### config.mk
export PLATFORM = sky130hd
export DESIGN_NAME = sprite_renderer_flat
export DESIGN_NICKNAME = d
export VERILOG_FILES = /design/src/rtl/sprite_if.sv /design/src/rtl/sprite_renderer.sv /design/src/flat_wrapper.sv
export SDC_FILE = /design/constraint.sdc
export NUM_CORES = 1
export LEC_CHECK = 0
export CORE_ASPECT_RATIO = 1.2
export CORE_MARGIN = 2
export CORE_UTILIZATION = 58
export DETAILED_ROUTE_END_ITERATION = 16
export DONT_BUFFER_PORTS = 1
export PLACE_DENSITY = 0.82
export SETUP_SLACK_MARGIN = 0.5
export SKIP_CTS_REPAIR_TIMING = 1
export SYNTH_ARGS = -nofsm -noshare
export SYNTH_HDL_FRONTEND = slang
export SYNTH_SLANG_ARGS = --single-unit
### constraint.sdc
create_clock -name clk -period 3.3 [get_ports clk]
set_clock_uncertainty 0.1 [all_clocks]
set_input_delay 0.33 -clock clk [delete_from_list [all_inputs] [get_ports clk]]
set_output_delay 0.33 -clock clk [all_outputs]
set_load 0.02 [all_outputs]
### src/rtl/sprite_if.sv
// Scan-path bus for sprite_renderer: scan position, sprite placement and animation
// controls, the async sprite ROM port, and the registered pixel outputs.
interface sprite_if #(
  parameter int ADDR_W = 12
);
  logic [9:0]        x;
  logic [8:0]        y;
  logic [9:0]        posx;
  logic [8:0]        posy;
  logic              isplay;
  logic              frame_tick;
  logic              anim_en;
  logic              flip;
  logic [ADDR_W-1:0] rom_addr;
  logic [15:0]       rom_data;
  logic [15:0]       color;
  logic              is_display;
  logic [3:0]        frame_idx;

  modport master (
    output x, y, posx, posy, isplay, frame_tick, anim_en, flip, rom_data,
    input  rom_addr, color, is_display, frame_idx
  );

  modport slave (
    input  x, y, posx, posy, isplay, frame_tick, anim_en, flip, rom_data,
    output rom_addr, color, is_display, frame_idx
  );
endinterface

### src/rtl/sprite_renderer.sv
// Sprite pixel source: box hit test, ROM addressing, transparency keying and frame animation.
// Optional horizontal mirroring is compiled in with `define SPRITE_FLIP_EN.
module sprite_renderer #(
  parameter int          W         = 16,
  parameter int          H         = 16,
  parameter int          FRAMES    = 4,
  parameter int          FRAME_DIV = 8,
  parameter int          ADDR_W    = 12,
  parameter logic [15:0] TRANSP    = 16'h0000,
  parameter logic [15:0] BG        = 16'hffff
) (
  input  logic     clk,
  input  logic     rst_n,
  sprite_if.slave  bus
);

  localparam int FRAME_SZ = W * H;

  logic [10:0]       x_end_s;
  logic [9:0]        y_end_s;
  logic              hit_s;
  logic [9:0]        col_s;
  logic [8:0]        row_s;
  logic [ADDR_W-1:0] addr_s;

  logic              hit1_r;
  logic [ADDR_W-1:0] rom_addr_r;
  logic [15:0]       color_r;
  logic              is_display_r;
  logic [7:0]        tick_cnt_r;
  logic [3:0]        frame_idx_r;

  // Stage 0: widened box compare so posx+W / posy+H never wrap, then ROM address.
  always_comb begin
    x_end_s = {1'b0, bus.posx} + 11'(W);
    y_end_s = {1'b0, bus.posy} + 10'(H);
    hit_s   = bus.isplay
            & (bus.x >= bus.posx) & ({1'b0, bus.x} < x_end_s)
            & (bus.y >= bus.posy) & ({1'b0, bus.y} < y_end_s);
    row_s   = bus.y - bus.posy;
`ifdef SPRITE_FLIP_EN
    if (bus.flip) begin
      col_s = 10'(W - 1) - (bus.x - bus.posx);
    end else begin
      col_s = bus.x - bus.posx;
    end
`else
    col_s   = bus.x - bus.posx;
`endif
    addr_s  = ADDR_W'(32'(frame_idx_r) * 32'(FRAME_SZ) + 32'(row_s) * 32'(W) + 32'(col_s));
  end

  // Stages 1 and 2: register the address, then key the returned ROM colour.
  always_ff @(posedge clk) begin
    if (!rst_n) begin
      hit1_r       <= 1'b0;
      rom_addr_r   <= {ADDR_W{1'b0}};
      color_r      <= BG;
      is_display_r <= 1'b0;
    end else begin
      hit1_r     <= hit_s;
      rom_addr_r <= hit_s ? addr_s : {ADDR_W{1'b0}};
      if (hit1_r && (bus.rom_data != TRANSP)) begin
        color_r      <= bus.rom_data;
        is_display_r <= 1'b1;
      end else begin
        color_r      <= BG;
        is_display_r <= 1'b0;
      end
    end
  end

  // Animation: advance one frame every FRAME_DIV enabled ticks; anim_en low holds state.
  always_ff @(posedge clk) begin
    if (!rst_n) begin
      tick_cnt_r  <= 8'd0;
      frame_idx_r <= 4'd0;
    end else if (bus.frame_tick && bus.anim_en) begin
      if (tick_cnt_r == 8'(FRAME_DIV - 1)) begin
        tick_cnt_r  <= 8'd0;
        frame_idx_r <= (frame_idx_r == 4'(FRAMES - 1)) ? 4'd0 : frame_idx_r + 4'd1;
      end else begin
        tick_cnt_r  <= tick_cnt_r + 8'd1;
        frame_idx_r <= frame_idx_r;
      end
    end else begin
      tick_cnt_r  <= tick_cnt_r;
      frame_idx_r <= frame_idx_r;
    end
  end

  assign bus.rom_addr   = rom_addr_r;
  assign bus.color      = color_r;
  assign bus.is_display = is_display_r;
  assign bus.frame_idx  = frame_idx_r;

endmodule

### src/flat_wrapper.sv
// flat-port wrapper written by rule: the top's interface ports become plain ports
module sprite_renderer_flat 
#(
  parameter int          W         = 16,
  parameter int          H         = 16,
  parameter int          FRAMES    = 4,
  parameter int          FRAME_DIV = 8,
  parameter int          ADDR_W    = 12,
  parameter logic [15:0] TRANSP    = 16'h0000,
  parameter logic [15:0] BG        = 16'hffff
)
  (clk, rst_n, bus_x, bus_y, bus_posx, bus_posy, bus_isplay, bus_frame_tick, bus_anim_en, bus_flip, bus_rom_data, bus_rom_addr, bus_color, bus_is_display, bus_frame_idx);
  sprite_if #(.ADDR_W(ADDR_W)) bus_i ();
  input  logic clk;
  input  logic rst_n;
  input wire logic [$bits(bus_i.x)-1:0] bus_x;
  input wire logic [$bits(bus_i.y)-1:0] bus_y;
  input wire logic [$bits(bus_i.posx)-1:0] bus_posx;
  input wire logic [$bits(bus_i.posy)-1:0] bus_posy;
  input wire logic [$bits(bus_i.isplay)-1:0] bus_isplay;
  input wire logic [$bits(bus_i.frame_tick)-1:0] bus_frame_tick;
  input wire logic [$bits(bus_i.anim_en)-1:0] bus_anim_en;
  input wire logic [$bits(bus_i.flip)-1:0] bus_flip;
  input wire logic [$bits(bus_i.rom_data)-1:0] bus_rom_data;
  output wire logic [$bits(bus_i.rom_addr)-1:0] bus_rom_addr;
  output wire logic [$bits(bus_i.color)-1:0] bus_color;
  output wire logic [$bits(bus_i.is_display)-1:0] bus_is_display;
  output wire logic [$bits(bus_i.frame_idx)-1:0] bus_frame_idx;
  assign bus_i.x = bus_x;
  assign bus_i.y = bus_y;
  assign bus_i.posx = bus_posx;
  assign bus_i.posy = bus_posy;
  assign bus_i.isplay = bus_isplay;
  assign bus_i.frame_tick = bus_frame_tick;
  assign bus_i.anim_en = bus_anim_en;
  assign bus_i.flip = bus_flip;
  assign bus_i.rom_data = bus_rom_data;
  assign bus_rom_addr = bus_i.rom_addr;
  assign bus_color = bus_i.color;
  assign bus_is_display = bus_i.is_display;
  assign bus_frame_idx = bus_i.frame_idx;
  sprite_renderer #(.W(W), .H(H), .FRAMES(FRAMES), .FRAME_DIV(FRAME_DIV), .ADDR_W(ADDR_W), .TRANSP(TRANSP), .BG(BG)) u_core (.clk(clk), .rst_n(rst_n), .bus(bus_i));
endmodule
* After elaboration in Yosys (flattened, before gate mapping) *
Index checks and enable logic that the tools add are counted.

word-level totals
  register bits = 42
  latch bits = 0
  RAM bits = 0
  bits in read-only memories = 0
  logic and storage cells = 33
  memories = 0

cells by class
  add/subtract/negate cells = 8
  $mul = 0
  div/mod/pow operators = 0
  order comparisons = 4
  equal/unequal tests = 2
  shift operators = 0
  multiplexer cells = 3
  bitwise operators = 4
  reduce and logical (&&, ||, !) cells = 6

operators by type and width
  operator                                        count
  nonzero test 16 bit                             1
  adder 12 x 10 -> 12 bit                         1
  adder 12 bit                                    1
  adder 10 x 5 -> 11 bit (second input constant)  1
  < comparator 10 x 11 -> 1 bit                   1
  adder 9 x 5 -> 10 bit (second input constant)   1
  >= comparator 10 bit                            1
  < comparator 9 x 10 -> 1 bit                    1
  subtractor 10 bit                               1
  >= comparator 9 bit                             1
  adder 8 x 1 -> 8 bit (second input constant)    1
  == test 8 x 3 -> 1 bit (second input constant)  1
  2-to-1 mux 8 bit                                1
  subtractor 8 bit                                1
  AND reduction 2 bit                             3
  adder 4 x 1 -> 4 bit (second input constant)    1
  bitwise AND 1 bit                               4
  == test 4 x 2 -> 1 bit (second input constant)  1
  2-to-1 mux 4 bit                                1
  logical AND 1 bit                               2
  2-to-1 mux 1 bit                                1

* Logic depth before layout (Yosys ltp) *
  depth in word-level cells = 6
  gate-level depth with buffers = 17
  mapped depth without buffers = 17

* Least setup slack after synthesis *
OpenSTA, ideal clock, no wires.

  path type = in2reg
  from = input bus_x[0]
  to = register u_core.rom_addr_r[11] (netlist: u_core.bus.rom_addr[11])
  library setup time = 115 ps
  arrival = 3361 ps
  path slack = -276 ps
  stages = 17
  buffers on the path = 0
  cell sequence = inv_1 > ha_1 > inv_1 > fa_1 > a21o_1 > a21oi_1 > o21bai_1 > a21oi_1 > xnor2_1 > ha_1 > fa_1 > a211oi_1 > o21bai_1 > a21oi_1 > xnor2_1 > xnor2_1 > nor2_1

on the way
  word-level cells in the longest chain between the ends = 6

ends and longest elaborated chain
  element                                                                          line                   RTL
  start, declared                                                                  flat_wrapper.sv:16     input wire logic [$bits(bus_i.x)-1:0] bus_x;
  parallel branches: the longest is 6 deep, another holds adder 12 x 10 -> 12 bit  --
  end signal, assigned                                                             sprite_renderer.sv:57  rom_addr_r <= {ADDR_W{1'b0}};
  end signal, assigned                                                             sprite_renderer.sv:62  rom_addr_r <= hit_s ? addr_s : {ADDR_W{1'b0}};
  end, declared                                                                    sprite_renderer.sv:27  logic [ADDR_W-1:0] rom_addr_r;

Several ways; the timed one is not identified.
A chain may end at the register's enable or synchronous reset.

* Worst setup path in the final report *
  from = input bus_posx[1]
  to = register u_core.rom_addr_r[11] (netlist: u_core.bus.rom_addr[11])

on the way
  word-level cells in the longest chain between the ends = 6

ends and longest elaborated chain
  element                                                                    line                                          RTL
  start, declared                                                            flat_wrapper.sv:18                            input wire logic [$bits(bus_i.posx)-1:0] bus_posx;
  adder 10 x 5 -> 11 bit / >= comparator 10 bit (equally long branches)      sprite_renderer.sv:35, sprite_renderer.sv:38
  < comparator 10 x 11 -> 1 bit / bitwise AND 1 bit (equally long branches)  sprite_renderer.sv:38                         & (bus.x >= bus.posx) & ({1'b0, bus.x} < x_end_s)
  bitwise AND 1 bit                                                          sprite_renderer.sv:38
  bitwise AND 1 bit (2 in series)                                            sprite_renderer.sv:39                         & (bus.y >= bus.posy) & ({1'b0, bus.y} < y_end_s);
  AND reduction 2 bit (no source line)                                       --

Parallel ways exist; a longest one is shown, timed or not.

==> run summary <==
status -> complete, no violations
Sw Ratio -> 29.64%
Initial Utilization -> 59.56%
fillers -> 393
critical path's slowest cell -> fa_1
RePlAce Congestion -> 0.8365
GR Util All Layers -> 20.96%
DP HPWL -> 4.977 mm
RSZ-0062 raised after global routing -> yes
CP cell instances -> inv_8 > ha_4 > nor2b_4 > o31a_1 > o21ai_2 > a211o_1 > nor3_2 > a311oi_2 > buf_4 > fa_1 > inv_2 > ha_4 > o21ai_2 > o21bai_1 > a21oi_2 > xnor2_1 > xnor2_1 > nor2_1
routed len/inst -> 14.50 µm
cts bufs inserted -> 5
Net Sw Power -> 435.9 µW
CTS tree -> yes
Synth Net Count -> 428
post-synthesis xor/xnor area fraction -> 9.664%
clock share of power -> 25.9%
area growth from synthesis to layout -> 17.43%
Syn. warnings -> 0
total vias in the final route -> 2349
Cell Int Power -> 1035 µW
ANT cells -> 0
grt total ovfl -> 0
most frequent cells in the layout -> dfxtp_1, ha_1, inv_1, buf_4, xnor2_1
H-tree depth -> 2
post-synth top area share -> 28.99%
Worst-Margin Slew -> 1.219 ns
Buffers on Ports -> 0
crit path buf inv count -> 3
ys flop type -> dfxtp_1
layout cells sized above 1 -> 17.77%
post-synthesis register bit count -> 42
period utilization -> 94.78%
# IOs -> 93
Layout Nets -> 458
number of global-route vias before repair -> 2320
CP Data Required Time -> 3.36 ns
CP Launch Type -> input pin
max_cap viols -> 0
Pleak -> 0.001444 µW
post-synth cell types -> 46
Cell Rows -> 28
peak supply drop -> 0.1947 mV
Starting DRT DRC Count -> 80
combinational cell fraction of total power -> 38.9%
Synth Area in Adders -> 22.86%
syn avg cell area -> 9.120 µm²
Tmin final -> 3.128 ns
die area -> 5584 µm²
kind of cell adding the most delay to the critical path -> adder cells
first-pass iteration count of the detailed router -> 4
Seq/Total Area, Yosys -> 28.99%
drt via density -> 5.743
Worst setup EP type -> register
largest net degree at the start of global routing -> 18
WP data arrival -> 3.19 ns
Mapped Cells -> 318
fmax -> 319.7 MHz
CTS Root Cell -> clkbuf_8
Post-synth EDFFs -> 0
drt total wl -> 5.930 mm
Syn Std Cell Area -> 2900 µm²
global-route wire length before repair -> 9.066 mm
Worst-path clk slew -> 0.07 ns
Yosys top cell by area -> dfxtp_1
core area -> 4870 µm²
Fin. Hold Viols -> 0
Synth Area in Simple Gates -> 18.46%
Place WS -> -0.2027 ns
pwr dens -> 431.9 nW/µm²
Layout Utilization -> 69.94%
drc violations -> 0
clock latency on the worst-skew pair -> 0.28 ns
Sequential Power Share -> 35.2%
Slew headroom -> 17.67%
Synth Area in Compound Gates -> 14.32%
main combinational cell family by area after synthesis -> adder cells
clk buf depth -> 2
die height -> 81.46 µm
Final WS setup -> 0.1722 ns
ys async rst share -> 0%
Hold/Removal Path Class -> in2reg
worst-path fanout max -> 3
Die W -> 68.55 µm
Setup-failing EPs final -> 0
Sink Count -> 42
Antenna Nets Post-Route -> 0
max incr delay on CP -> 0.54 ns
critical path type -> in2reg
commonest non-fill, non-tap cell in the layout -> dfxtp_1
fin. max-slew vios -> 0
mux share of post-synthesis cell area -> 1.035%
initial antenna violation count -> 0
synth top area cells -> dfxtp_1, ha_1, xnor2_1
==> power by group through the flow <==
stage / clock network, µW / logic [µW] / registers [µW]
after floorplan: 0 / 389 / 528
after CTS: 388 / 526 / 517
final: 381 / 573 / 517
after detailed placement: 0 / 520 / 529
after global placement: 0 / 506 / 529
after global routing: 407 / 634 / 517
==> metal layers <==
layer  up-vias  global-route usage (%)  routed length [µm]
met1      1075                   21.12                2266
met2        95                   40.67                3103
li1       1170                       -                   -
met5         -                       0                   0
met3         9                   4.384                 461
met4         0                   7.800                  98
==> cell type report <==
cell class / count / area (µm²) / share of cell area (%)
multi-input combinational: 242 / 2048 / 60.14
sequential: 42 / 840.8 / 24.69
timing repair buffer: 25 / 187.7 / 5.511
inverter: 32 / 147.6 / 4.335
clock buffer: 7 / 76.32 / 2.241
tap: 60 / 75.07 / 2.204
clock inverter: 1 / 30.03 / 0.8817
==> synth_stat cells (all sizes together), types with 3 or more instances <==
master and instances:
ha 45, dfxtp 42, inv 32, xnor2 24
nor2 22, nand2b 20, a21oi 12, nand3 11
nand2 9, o21ai 8, xor2 8, a211oi 7
and2 7, nand4 6, nor2b 6, a21o 5
fa 5, nor3 5, o21bai 5, nor4 4
o21a 4, a21boi 3, mux2i 3
==> path summary, 6_finish.rpt <==
kind | from | end | cells after the start | slack, ns
setup / recovery | bus_posx[1] | u_core.bus.rom_addr[11] | 18 | 0.17
hold / removal | bus_rom_data[8] | u_core.bus.color[8] | 1 | 0.05
setup reg to reg | u_core.bus.frame_idx[0] | u_core.bus.rom_addr[11] | 8 | 0.93
hold reg to reg | u_core.tick_cnt_r[1] | u_core.tick_cnt_r[1] | 2 | 0.39
==> per-stage QoR <==
stage	setup TNS [ns]	hold slack (ns)	std cells	cell area [µm²]	total power, µW
after detailed placement	-0.2027	0.3354	399	3228	1049
after global routing	0	0.03632	409	3406	1558
final	0	0.04573	409	3406	1471
after CTS	0	0.03992	407	3334	1431
after floorplan	0	0.3315	318	2995	916.8
after global placement	-0.1315	0.3320	399	3228	1035
==> logic make-up after synthesis <==
| logic type | count (synthesis) |
|---|---|
| simple gates | 98 |
| compound gates | 59 |
| fa+ha+maj | 50 |
| flops | 42 |
| buf+inv | 34 |
| xor+xnor | 32 |
| mux | 3 |
==> flip-flops by register name, indices dropped and copies added (netlist names) <==
name                   count
u_core.tick_cnt_r          8
u_core.hit1_r              1
u_core.bus.frame_idx       4
u_core.bus.color          16
u_core.bus.is_display      1
u_core.bus.rom_addr       12
No activity file was read; power rests on OpenSTA's default activity.
